**config.mk**
```make
export PLATFORM = sky130hd
export DESIGN_NAME = gshare_btb_predictor
export DESIGN_NICKNAME = d
export VERILOG_FILES = /design/src/rtl/gshare_pkg.sv /design/src/rtl/gshare_btb.sv /design/src/rtl/gshare_btb_predictor.sv
export SDC_FILE = /design/constraint.sdc
export NUM_CORES = 2
export LEC_CHECK = 0
export BUFFER_PORTS_ARGS = -buffer_cell sky130_fd_sc_hd__buf_2
export CAP_MARGIN = 0
export CORE_MARGIN = 3
export CORE_UTILIZATION = 45
export DETAILED_ROUTE_END_ITERATION = 8
export GPL_TIMING_DRIVEN = 0
export PLACE_DENSITY = 0.66
export SLEW_MARGIN = 20
export SYNTH_ARGS = -nofsm -noshare
export SYNTH_HDL_FRONTEND = slang
export SYNTH_HIERARCHICAL = 1
export SYNTH_SLANG_ARGS = --single-unit
```
**constraint.sdc**
```tcl
create_clock -name clk_i -period 17.9 [get_ports clk_i]
set_input_delay 1.79 -clock clk_i [delete_from_list [all_inputs] [get_ports clk_i]]
set_output_delay 1.79 -clock clk_i [all_outputs]
set_load 0.1 [all_outputs]
```
**src/rtl/gshare_pkg.sv**
```systemverilog
// Shared definitions for the gshare/BTB branch predictor: 2-bit counter
// encoding, default geometry and the saturating counter update helper.
package gshare_pkg;

    localparam int DEF_GHR_W     = 8;
    localparam int DEF_BTB_IDX_W = 4;
    localparam int DEF_XLEN      = 32;

    typedef enum logic [1:0] {
        GT = 2'd0,
        ZT = 2'd1,
        ZA = 2'd2,
        GA = 2'd3
    } ctr_t;

    function automatic ctr_t ctr_next(input ctr_t cur, input logic taken);
        ctr_t nxt;
        case (cur)
            GT:      nxt = taken ? ZT : GT;
            ZT:      nxt = taken ? ZA : GT;
            ZA:      nxt = taken ? GA : ZT;
            GA:      nxt = taken ? GA : ZA;
            default: nxt = ZT;
        endcase
        return nxt;
    endfunction

endpackage

```
**src/rtl/gshare_btb.sv**
```systemverilog
// Direct-mapped branch target buffer: valid/tag/target arrays with one
// combinational read port and one synchronous write port.
module gshare_btb
    import gshare_pkg::*;
#(
    parameter int IDX_W = DEF_BTB_IDX_W,
    parameter int XLEN  = DEF_XLEN,
    parameter int TAG_W = DEF_XLEN - DEF_BTB_IDX_W - 1
)(
    input  logic             clk_i,
    input  logic             rst_i,
    input  logic [IDX_W-1:0] rd_idx_i,
    output logic             rd_valid_o,
    output logic [TAG_W-1:0] rd_tag_o,
    output logic [XLEN-1:0]  rd_target_o,
    input  logic             wr_en_i,
    input  logic [IDX_W-1:0] wr_idx_i,
    input  logic [TAG_W-1:0] wr_tag_i,
    input  logic [XLEN-1:0]  wr_target_i
);

    localparam int N = 2**IDX_W;

    logic             valid_q  [N];
    logic             valid_d  [N];
    logic [TAG_W-1:0] tag_q    [N];
    logic [TAG_W-1:0] tag_d    [N];
    logic [XLEN-1:0]  target_q [N];
    logic [XLEN-1:0]  target_d [N];

    // Reads see the stored contents, so a same-cycle write is not visible yet.
    assign rd_valid_o  = valid_q[rd_idx_i];
    assign rd_tag_o    = tag_q[rd_idx_i];
    assign rd_target_o = target_q[rd_idx_i];

    // Next-state for the entry being written.
    always_comb begin
        valid_d  = valid_q;
        tag_d    = tag_q;
        target_d = target_q;
        if (wr_en_i) begin
            valid_d[wr_idx_i]  = 1'b1;
            tag_d[wr_idx_i]    = wr_tag_i;
            target_d[wr_idx_i] = wr_target_i;
        end else begin
            valid_d = valid_q;
        end
    end

    // Only the valid bits need reset; tag/target are qualified by them.
    always_ff @(posedge clk_i or posedge rst_i) begin
        if (rst_i) begin
            for (int i = 0; i < N; i++) begin
                valid_q[i] <= 1'b0;
            end
        end else begin
            valid_q <= valid_d;
        end
    end

    // Tag and target storage.
    always_ff @(posedge clk_i) begin
        tag_q    <= tag_d;
        target_q <= target_d;
    end

endmodule

```
**src/rtl/gshare_btb_predictor.sv**
```systemverilog
// Gshare direction predictor with a direct-mapped BTB and GHR recovery.
// Optional GSHARE_PERF_CNT_EN adds resolved-branch and mispredict counters.
module gshare_btb_predictor
    import gshare_pkg::*;
#(
    parameter int GHR_W     = DEF_GHR_W,
    parameter int BTB_IDX_W = DEF_BTB_IDX_W,
    parameter int XLEN      = DEF_XLEN
)(
    input  logic             clk_i,
    input  logic             rst_i,
    input  logic             tahmin_ps_gecerli_i,
    input  logic [XLEN-1:0]  tahmin_ps_i,
    output logic             ongorulen_ps_gecerli_o,
    output logic [XLEN-1:0]  ongorulen_ps_o,
    output logic [GHR_W-1:0] ongoru_gecmis_o,
    input  logic             yurut_ps_gecerli_i,
    input  logic [XLEN-1:0]  yurut_ps_i,
    input  logic [GHR_W-1:0] yurut_gecmis_i,
    input  logic             yurut_atladi_i,
    input  logic [XLEN-1:0]  yurut_hedef_i,
    input  logic             yanlis_tahmin_i,
    output logic             dogru_ps_gecerli_o,
    output logic [XLEN-1:0]  dogru_ps_o
`ifdef GSHARE_PERF_CNT_EN
   ,output logic [31:0]      dal_sayac_o,
    output logic [31:0]      yanlis_sayac_o
`else
`endif
);

    localparam int              PHT_N   = 2**GHR_W;
    localparam int              TAG_W   = XLEN - BTB_IDX_W - 1;
    localparam logic [XLEN-1:0] PC_STEP = XLEN'(3'd4);

    ctr_t             pht_q [PHT_N];
    ctr_t             pht_d [PHT_N];
    logic [GHR_W-1:0] ghr_q, ghr_d;

    logic             pred_vld_q, pred_vld_d;
    logic [XLEN-1:0]  pred_ps_q, pred_ps_d;
    logic [GHR_W-1:0] pred_ghr_q, pred_ghr_d;
    logic             dogru_vld_q, dogru_vld_d;
    logic [XLEN-1:0]  dogru_ps_q, dogru_ps_d;

    logic [GHR_W-1:0] lk_pht_idx_s;
    logic [TAG_W-1:0] lk_tag_s;
    logic             lk_hit_s;
    logic             lk_taken_s;
    logic [GHR_W-1:0] up_pht_idx_s;
    logic             mispredict_s;
    logic             btb_rd_valid_s;
    logic [TAG_W-1:0] btb_rd_tag_s;
    logic [XLEN-1:0]  btb_rd_target_s;
    logic             tahmin_lsb_unused_s;

    assign tahmin_lsb_unused_s = tahmin_ps_i[0];

    gshare_btb #(
        .IDX_W (BTB_IDX_W),
        .XLEN  (XLEN),
        .TAG_W (TAG_W)
    ) u_btb (
        .clk_i       (clk_i),
        .rst_i       (rst_i),
        .rd_idx_i    (tahmin_ps_i[BTB_IDX_W:1]),
        .rd_valid_o  (btb_rd_valid_s),
        .rd_tag_o    (btb_rd_tag_s),
        .rd_target_o (btb_rd_target_s),
        .wr_en_i     (yurut_ps_gecerli_i & yurut_atladi_i),
        .wr_idx_i    (yurut_ps_i[BTB_IDX_W:1]),
        .wr_tag_i    (yurut_ps_i[XLEN-1:BTB_IDX_W+1]),
        .wr_target_i (yurut_hedef_i)
    );

    // Lookup against pre-update PHT/BTB state and registered prediction.
    always_comb begin
        lk_pht_idx_s = tahmin_ps_i[GHR_W:1] ^ ghr_q;
        lk_tag_s     = tahmin_ps_i[XLEN-1:BTB_IDX_W+1];
        lk_hit_s     = tahmin_ps_gecerli_i & btb_rd_valid_s & (btb_rd_tag_s == lk_tag_s);
        lk_taken_s   = (pht_q[lk_pht_idx_s] >= ZA);
        pred_vld_d   = 1'b0;
        pred_ps_d    = '0;
        pred_ghr_d   = '0;
        if (tahmin_ps_gecerli_i) begin
            pred_vld_d = lk_hit_s & lk_taken_s;
            pred_ps_d  = (lk_hit_s & lk_taken_s) ? btb_rd_target_s : '0;
            pred_ghr_d = ghr_q;
        end else begin
            pred_vld_d = 1'b0;
        end
    end

    // Resolution: counter training, history recovery and fetch redirect.
    always_comb begin
        up_pht_idx_s = yurut_ps_i[GHR_W:1] ^ yurut_gecmis_i;
        mispredict_s = yurut_ps_gecerli_i & yanlis_tahmin_i;
        pht_d        = pht_q;
        if (yurut_ps_gecerli_i) begin
            pht_d[up_pht_idx_s] = ctr_next(pht_q[up_pht_idx_s], yurut_atladi_i);
        end else begin
            pht_d = pht_q;
        end

        ghr_d = ghr_q;
        if (mispredict_s) begin
            ghr_d = {yurut_gecmis_i[GHR_W-2:0], yurut_atladi_i};
        end else if (lk_hit_s) begin
            ghr_d = {ghr_q[GHR_W-2:0], lk_taken_s};
        end else begin
            ghr_d = ghr_q;
        end

        dogru_vld_d = mispredict_s;
        dogru_ps_d  = '0;
        if (mispredict_s) begin
            dogru_ps_d = yurut_atladi_i ? yurut_hedef_i : (yurut_ps_i + PC_STEP);
        end else begin
            dogru_ps_d = '0;
        end
    end

    // Predictor state and output registers.
    always_ff @(posedge clk_i or posedge rst_i) begin
        if (rst_i) begin
            for (int i = 0; i < PHT_N; i++) begin
                pht_q[i] <= ZT;
            end
            ghr_q       <= '0;
            pred_vld_q  <= 1'b0;
            pred_ps_q   <= '0;
            pred_ghr_q  <= '0;
            dogru_vld_q <= 1'b0;
            dogru_ps_q  <= '0;
        end else begin
            pht_q       <= pht_d;
            ghr_q       <= ghr_d;
            pred_vld_q  <= pred_vld_d;
            pred_ps_q   <= pred_ps_d;
            pred_ghr_q  <= pred_ghr_d;
            dogru_vld_q <= dogru_vld_d;
            dogru_ps_q  <= dogru_ps_d;
        end
    end

    assign ongorulen_ps_gecerli_o = pred_vld_q;
    assign ongorulen_ps_o         = pred_ps_q;
    assign ongoru_gecmis_o        = pred_ghr_q;
    assign dogru_ps_gecerli_o     = dogru_vld_q;
    assign dogru_ps_o             = dogru_ps_q;

`ifdef GSHARE_PERF_CNT_EN
    logic [31:0] dal_sayac_q, dal_sayac_d;
    logic [31:0] yanlis_sayac_q, yanlis_sayac_d;

    // Free-running wrap-around event counters.
    always_comb begin
        dal_sayac_d    = dal_sayac_q;
        yanlis_sayac_d = yanlis_sayac_q;
        if (yurut_ps_gecerli_i) begin
            dal_sayac_d    = dal_sayac_q + 32'd1;
            yanlis_sayac_d = yanlis_sayac_q + {31'd0, yanlis_tahmin_i};
        end else begin
            dal_sayac_d = dal_sayac_q;
        end
    end

    // Counter registers.
    always_ff @(posedge clk_i or posedge rst_i) begin
        if (rst_i) begin
            dal_sayac_q    <= 32'd0;
            yanlis_sayac_q <= 32'd0;
        end else begin
            dal_sayac_q    <= dal_sayac_d;
            yanlis_sayac_q <= yanlis_sayac_d;
        end
    end

    assign dal_sayac_o    = dal_sayac_q;
    assign yanlis_sayac_o = yanlis_sayac_q;
`else
`endif

endmodule

```
==> impl_summary.log <==
[metrics] number of vias per cell: about 6.2
[metrics] count of distinct cell types in the synthesized netlist: ~50
[metrics] status: finished clean
[metrics] net count after synthesis: ~4.7k
[metrics] xor and xnor fraction of the mapped netlist area: around 1.1%
[metrics] mean instance size in the synthesized netlist: between 10 and 15 um2
[metrics] Core Footprint: ~140000 um2
[metrics] setup violation total in the final timing report: 0
[metrics] relative contribution of combinational cells to total power: 11.8%
[metrics] maximum number of pins on one net before global-route repair: 36
[metrics] capturing element type of the critical path: flip-flop
[metrics] count of flip-flops with a built-in enable after synthesis: roughly 940
[metrics] Synth Area in Compound Gates: 7.55%
[metrics] most common library cell in the layout ignoring fill and taps: nand2_1
[metrics] number of instances resized during post-cts repair: 0
[metrics] number of top-level design ports: roughly 180
[metrics] setup slack on the worst flop-to-flop path: around 12 ns
[metrics] slew at the pin closest to its max-slew limit: ~1.4 ns
[metrics] routing usage on met3: approximately a tenth
[metrics] required time at the worst-slack endpoint: between 15 and 20 ns
[metrics] Total Power Consumption: between 8 and 9 mW
[metrics] commonest register cell after synthesis: edfxtp_1
[metrics] final routed wire length divided by cell count: between 20 and 30 um
[metrics] maximum single-stage delay on the critical path: between 0.7 and 0.8 ns
[metrics] number of antenna violations at the first check in global routing: 27
[metrics] post-route standard cell area excluding fillers: 76100 um2
[metrics] highest achievable clock rate: 130 MHz
[metrics] cell mode on critical path: buf_2
[metrics] critical path class: in -> reg
[metrics] number of global-route vias before repair: roughly 43k
[metrics] Worst Hold Class: reg -> reg
[metrics] final standard cell utilization of the core: a little over half
[metrics] total of flip-flops plus latches after synthesis: approximately 1.6k
[metrics] estimated wirelength of the detail-placed design: roughly 150 mm
[metrics] destination of the worst hold path: pht_q[264]
[metrics] Pint: between 6 and 7 mW
[metrics] routability-driven placement congestion ratio: ~1
[metrics] Yosys Warn Count: 6
[metrics] GR met1 Demand/Resource: 39.8%
[metrics] Core Rows: ~140
[metrics] Clock Skew: about 0.029 ns
[metrics] launching element type of the critical path: input port
[metrics] Vias: between 40k and 50k
[metrics] wire length of the first global-routing pass: slightly above 300 mm
[metrics] count of input and output buffers: 181
[metrics] fraction of power consumed by the clock network: 40.1%
[metrics] Die Area: approximately 150000 um2
[metrics] sequential area share after synthesis: between 60% and 70%
[metrics] final layout net count: 5209
[metrics] minimum period implied by the final worst setup slack: between 7 and 8 ns
[metrics] clock transition at the registers of the reported paths: around 0.06 ns
[metrics] worst hold slack across all endpoints: 0.460 ns
[metrics] Worst path slowest cell: o41a_1
[metrics] commonest non-fill, non-tap cells in the layout: nand2_1, edfxtp_1, o21ai_1
[metrics] worst hold stages: 2
[metrics] Total GRT Usage: between 20 and 30%
[metrics] Total Routed Length: around 210 mm
[metrics] critical path's top delay family: buffers and inverters
[metrics] Pwr per Cell Area: between 100 and 150 nW/um2
[metrics] drc violations: 0
[metrics] routing usage on met2: ~40%
[metrics] TritonCTS Sinks: roughly 1.6k
[metrics] critical path buffer and inverter count: 6
[metrics] Die Span Y: just under 400 um
[metrics] total clock buffers created by CTS: between 150 and 200
[metrics] Synth-to-Final Area Change: 16.1%
[metrics] post-synthesis adder-cell area fraction: 0.0516%
[metrics] proportion of layout cells with a drive suffix above 1: between 20% and 30%
[metrics] share of synthesized flip-flops with an asynchronous set or reset: around two fifths
[metrics] total negative slack for setup checks: 0 ns
[metrics] worst skew pair latency: 0.81 ns
[metrics] switching pwr: roughly 2.2 mW
[metrics] arrival time at the worst endpoint: around 8.3 ns
[metrics] Worst slew margin: under 10%
[metrics] clock tree from TritonCTS: yes
[metrics] horizontal extent of the die: 388 um
[metrics] number of levels the H-tree was split into: 4
[metrics] launch point of the worst hold path: pht_q[264]
[metrics] combinational family with the most area after synthesis: multiplexers
[metrics] Clock Root Buffer: clkbuf_16
[metrics] Cell Area, Synth: roughly 66000 um2
[metrics] Post-CTS Setup Repair Bufs: 0
[metrics] cell leakage power: 27.0 nW
[metrics] Critical Path, Cell by Cell: buf_2 -> buf_2 -> buf_2 -> clkbuf_1 -> mux4_2 -> a22oi_1 -> nand2_1 -> xor2_1 -> nor4_1 -> nand4_1 -> or4_1 -> clkbuf_1 -> nor2_1 -> o311ai_0 -> o41a_1 -> clkbuf_2 -> nor2b_1
[metrics] CTS max path bufs: 3
[metrics] Fin. Hold Viols: 0
[metrics] end of the worst register-to-register path: ongorulen_ps_o[29]
[metrics] Max Fanout on Critical Path: 10
[metrics] TritonRoute pass-1 iters: 7
[metrics] MaxCap Viol Count: 0
[metrics] Peak VDD IR: approximately 100 uV
[metrics] grt ovf: 0
[metrics] cells after synthesis: around 4.6k
[metrics] violation count after the first detailed-route iteration: 6197
[metrics] CTS hold repair buffers: 0
[metrics] area share of and/or/nand/nor cells after synthesis: under 10%
[metrics] count of final max-slew check failures: 0
[metrics] RSZ-0062 raised after global routing: false
[metrics] share of power burned in registers: approximately half
[metrics] launch point of the worst reg-to-reg path: ghr_q[1]
[metrics] global route hottest layer: met1
[metrics] mux cell area share after synthesis: between 10 and 15%
[metrics] placed standard-cell area: just over 70000 um2
[metrics] cell count of the worst reg-to-reg path: 12
[metrics] initial cell density of the core: a little under half
[metrics] proportion of total power due to net switching: a little over a quarter
[metrics] number of routed nets with antenna violations: 0
[metrics] final critical-path share of the clock period: a little over two fifths
[per-stage QoR]
stage,setup slack (ns),cells
2_1_floorplan,8.22,4606
6_report,10.23,7147
4_1_cts,10.34,7134
3_5_place_dp,9.50,6841
5_1_grt,10.14,7135
3_3_place_gp,0.750,6690
[per-layer routing]
metal | up-vias | share of wire [%]
li1 | 18400 | -
met1 | 22400 | 40
met2 | 3002 | 42
met3 | 585 | 13
met4 | 14 | 4.6
met5 | - | 0.068
[registers in the layout, indices dropped and copies added, names as in the netlist]
name and flops:
dogru_ps_gecerli_o 1, u_btb/target_q 512, dogru_ps_o 32, ghr_q 8, ongoru_gecmis_o 8, ongorulen_ps_o 32
pht_q 512, u_btb/tag_q 432, u_btb/valid_q 16, ongorulen_ps_gecerli_o 1
[cells in the mapped netlist, types with 3 or more instances]
master / number / area (um2)
clkbuf_1: 114 / 428
mux2i_1: 211 / 2110
buf_2: 82 / 410
o21ai_1: 495 / 2480
xnor2_1: 33 / 289
xor2_1: 45 / 394
or4_1: 11 / 82.6
nand4_1: 31 / 194
nor3_1: 23 / 115
a22oi_1: 132 / 991
o22ai_1: 64 / 400
nand3_1: 37 / 185
nor4_1: 17 / 106
nor2b_1: 34 / 213
buf_6: 15 / 169
a31oi_1: 3 / 18.8
mux4_2: 308 / 6940
dfrtp_1: 354 / 8860
a32oi_1: 66 / 578
or3_1: 5 / 31.3
buf_1: 17 / 63.8
edfxtp_1: 944 / 28300
and3_1: 7 / 43.8
nor2_1: 121 / 454
nand2_1: 1014 / 3810
buf_4: 35 / 263
a21oi_1: 48 / 240
inv_1: 6 / 22.5
o21ai_0: 23 / 115
o22a_1: 3 / 26.3
nand2b_1: 3 / 18.8
and2_1: 12 / 75.1
or2_2: 16 / 100
dfstp_2: 256 / 6730
nand3b_1: 3 / 22.5
[cell type report]
class                      instances  area [um2]
multi-input combinational       2783       20400
sequential                      1554       43900
clock buffer                     218        4470
inverter                           6        26.3
fill                           11800       67900
timing repair buffer             332        2670
antenna                           13        32.5
clock inverter                    75         778
buffer                           263        1360
tap                             1903        2380
[tightest hold or removal path, stage by stage (launching register included)]
cell and delay [ns]:
dfstp_2 0.37, nand2_1 0.04, o21ai_1 0.05
[cells by family (layout without fill, tap and decap cells)]
kind of cell	count (synthesis)	after routing
DFF	1554	1554
xor gates and xnor gates	80	80
other	0	13
and+or+nand+nor	1336	1336
adders and majority gates	3	3
AOI/OAI and AO/OA	845	845
buffers and inverters	269	894
muxes	519	519
[how the worst max path moves through the flow]
stage / from / endpoint / cells past startpoint
after floorplan: rst_i / dogru_ps_gecerli_o / 1
after global placement: yurut_atladi_i / u_btb/valid_q[15] / 6
after detailed placement: tahmin_ps_i[2] / ongorulen_ps_o[1] / 17
after CTS: tahmin_ps_i[2] / ongorulen_ps_o[1] / 17
after global routing: tahmin_ps_i[2] / ongorulen_ps_o[1] / 17
final: tahmin_ps_i[2] / ongorulen_ps_o[1] / 17
[power by group through the flow]
stage | registers [mW] | clock network, mW | logic (mW)
after floorplan | 4.10 | 0 | 0.514
after global placement | 4.08 | 0 | 0.905
after detailed placement | 4.08 | 0 | 0.946
after CTS | 4.01 | 3.37 | 0.949
after global routing | 4.02 | 3.52 | 1.01
final | 4.01 | 3.35 | 0.981
Note: power is estimated with default switching activity, not from simulation.
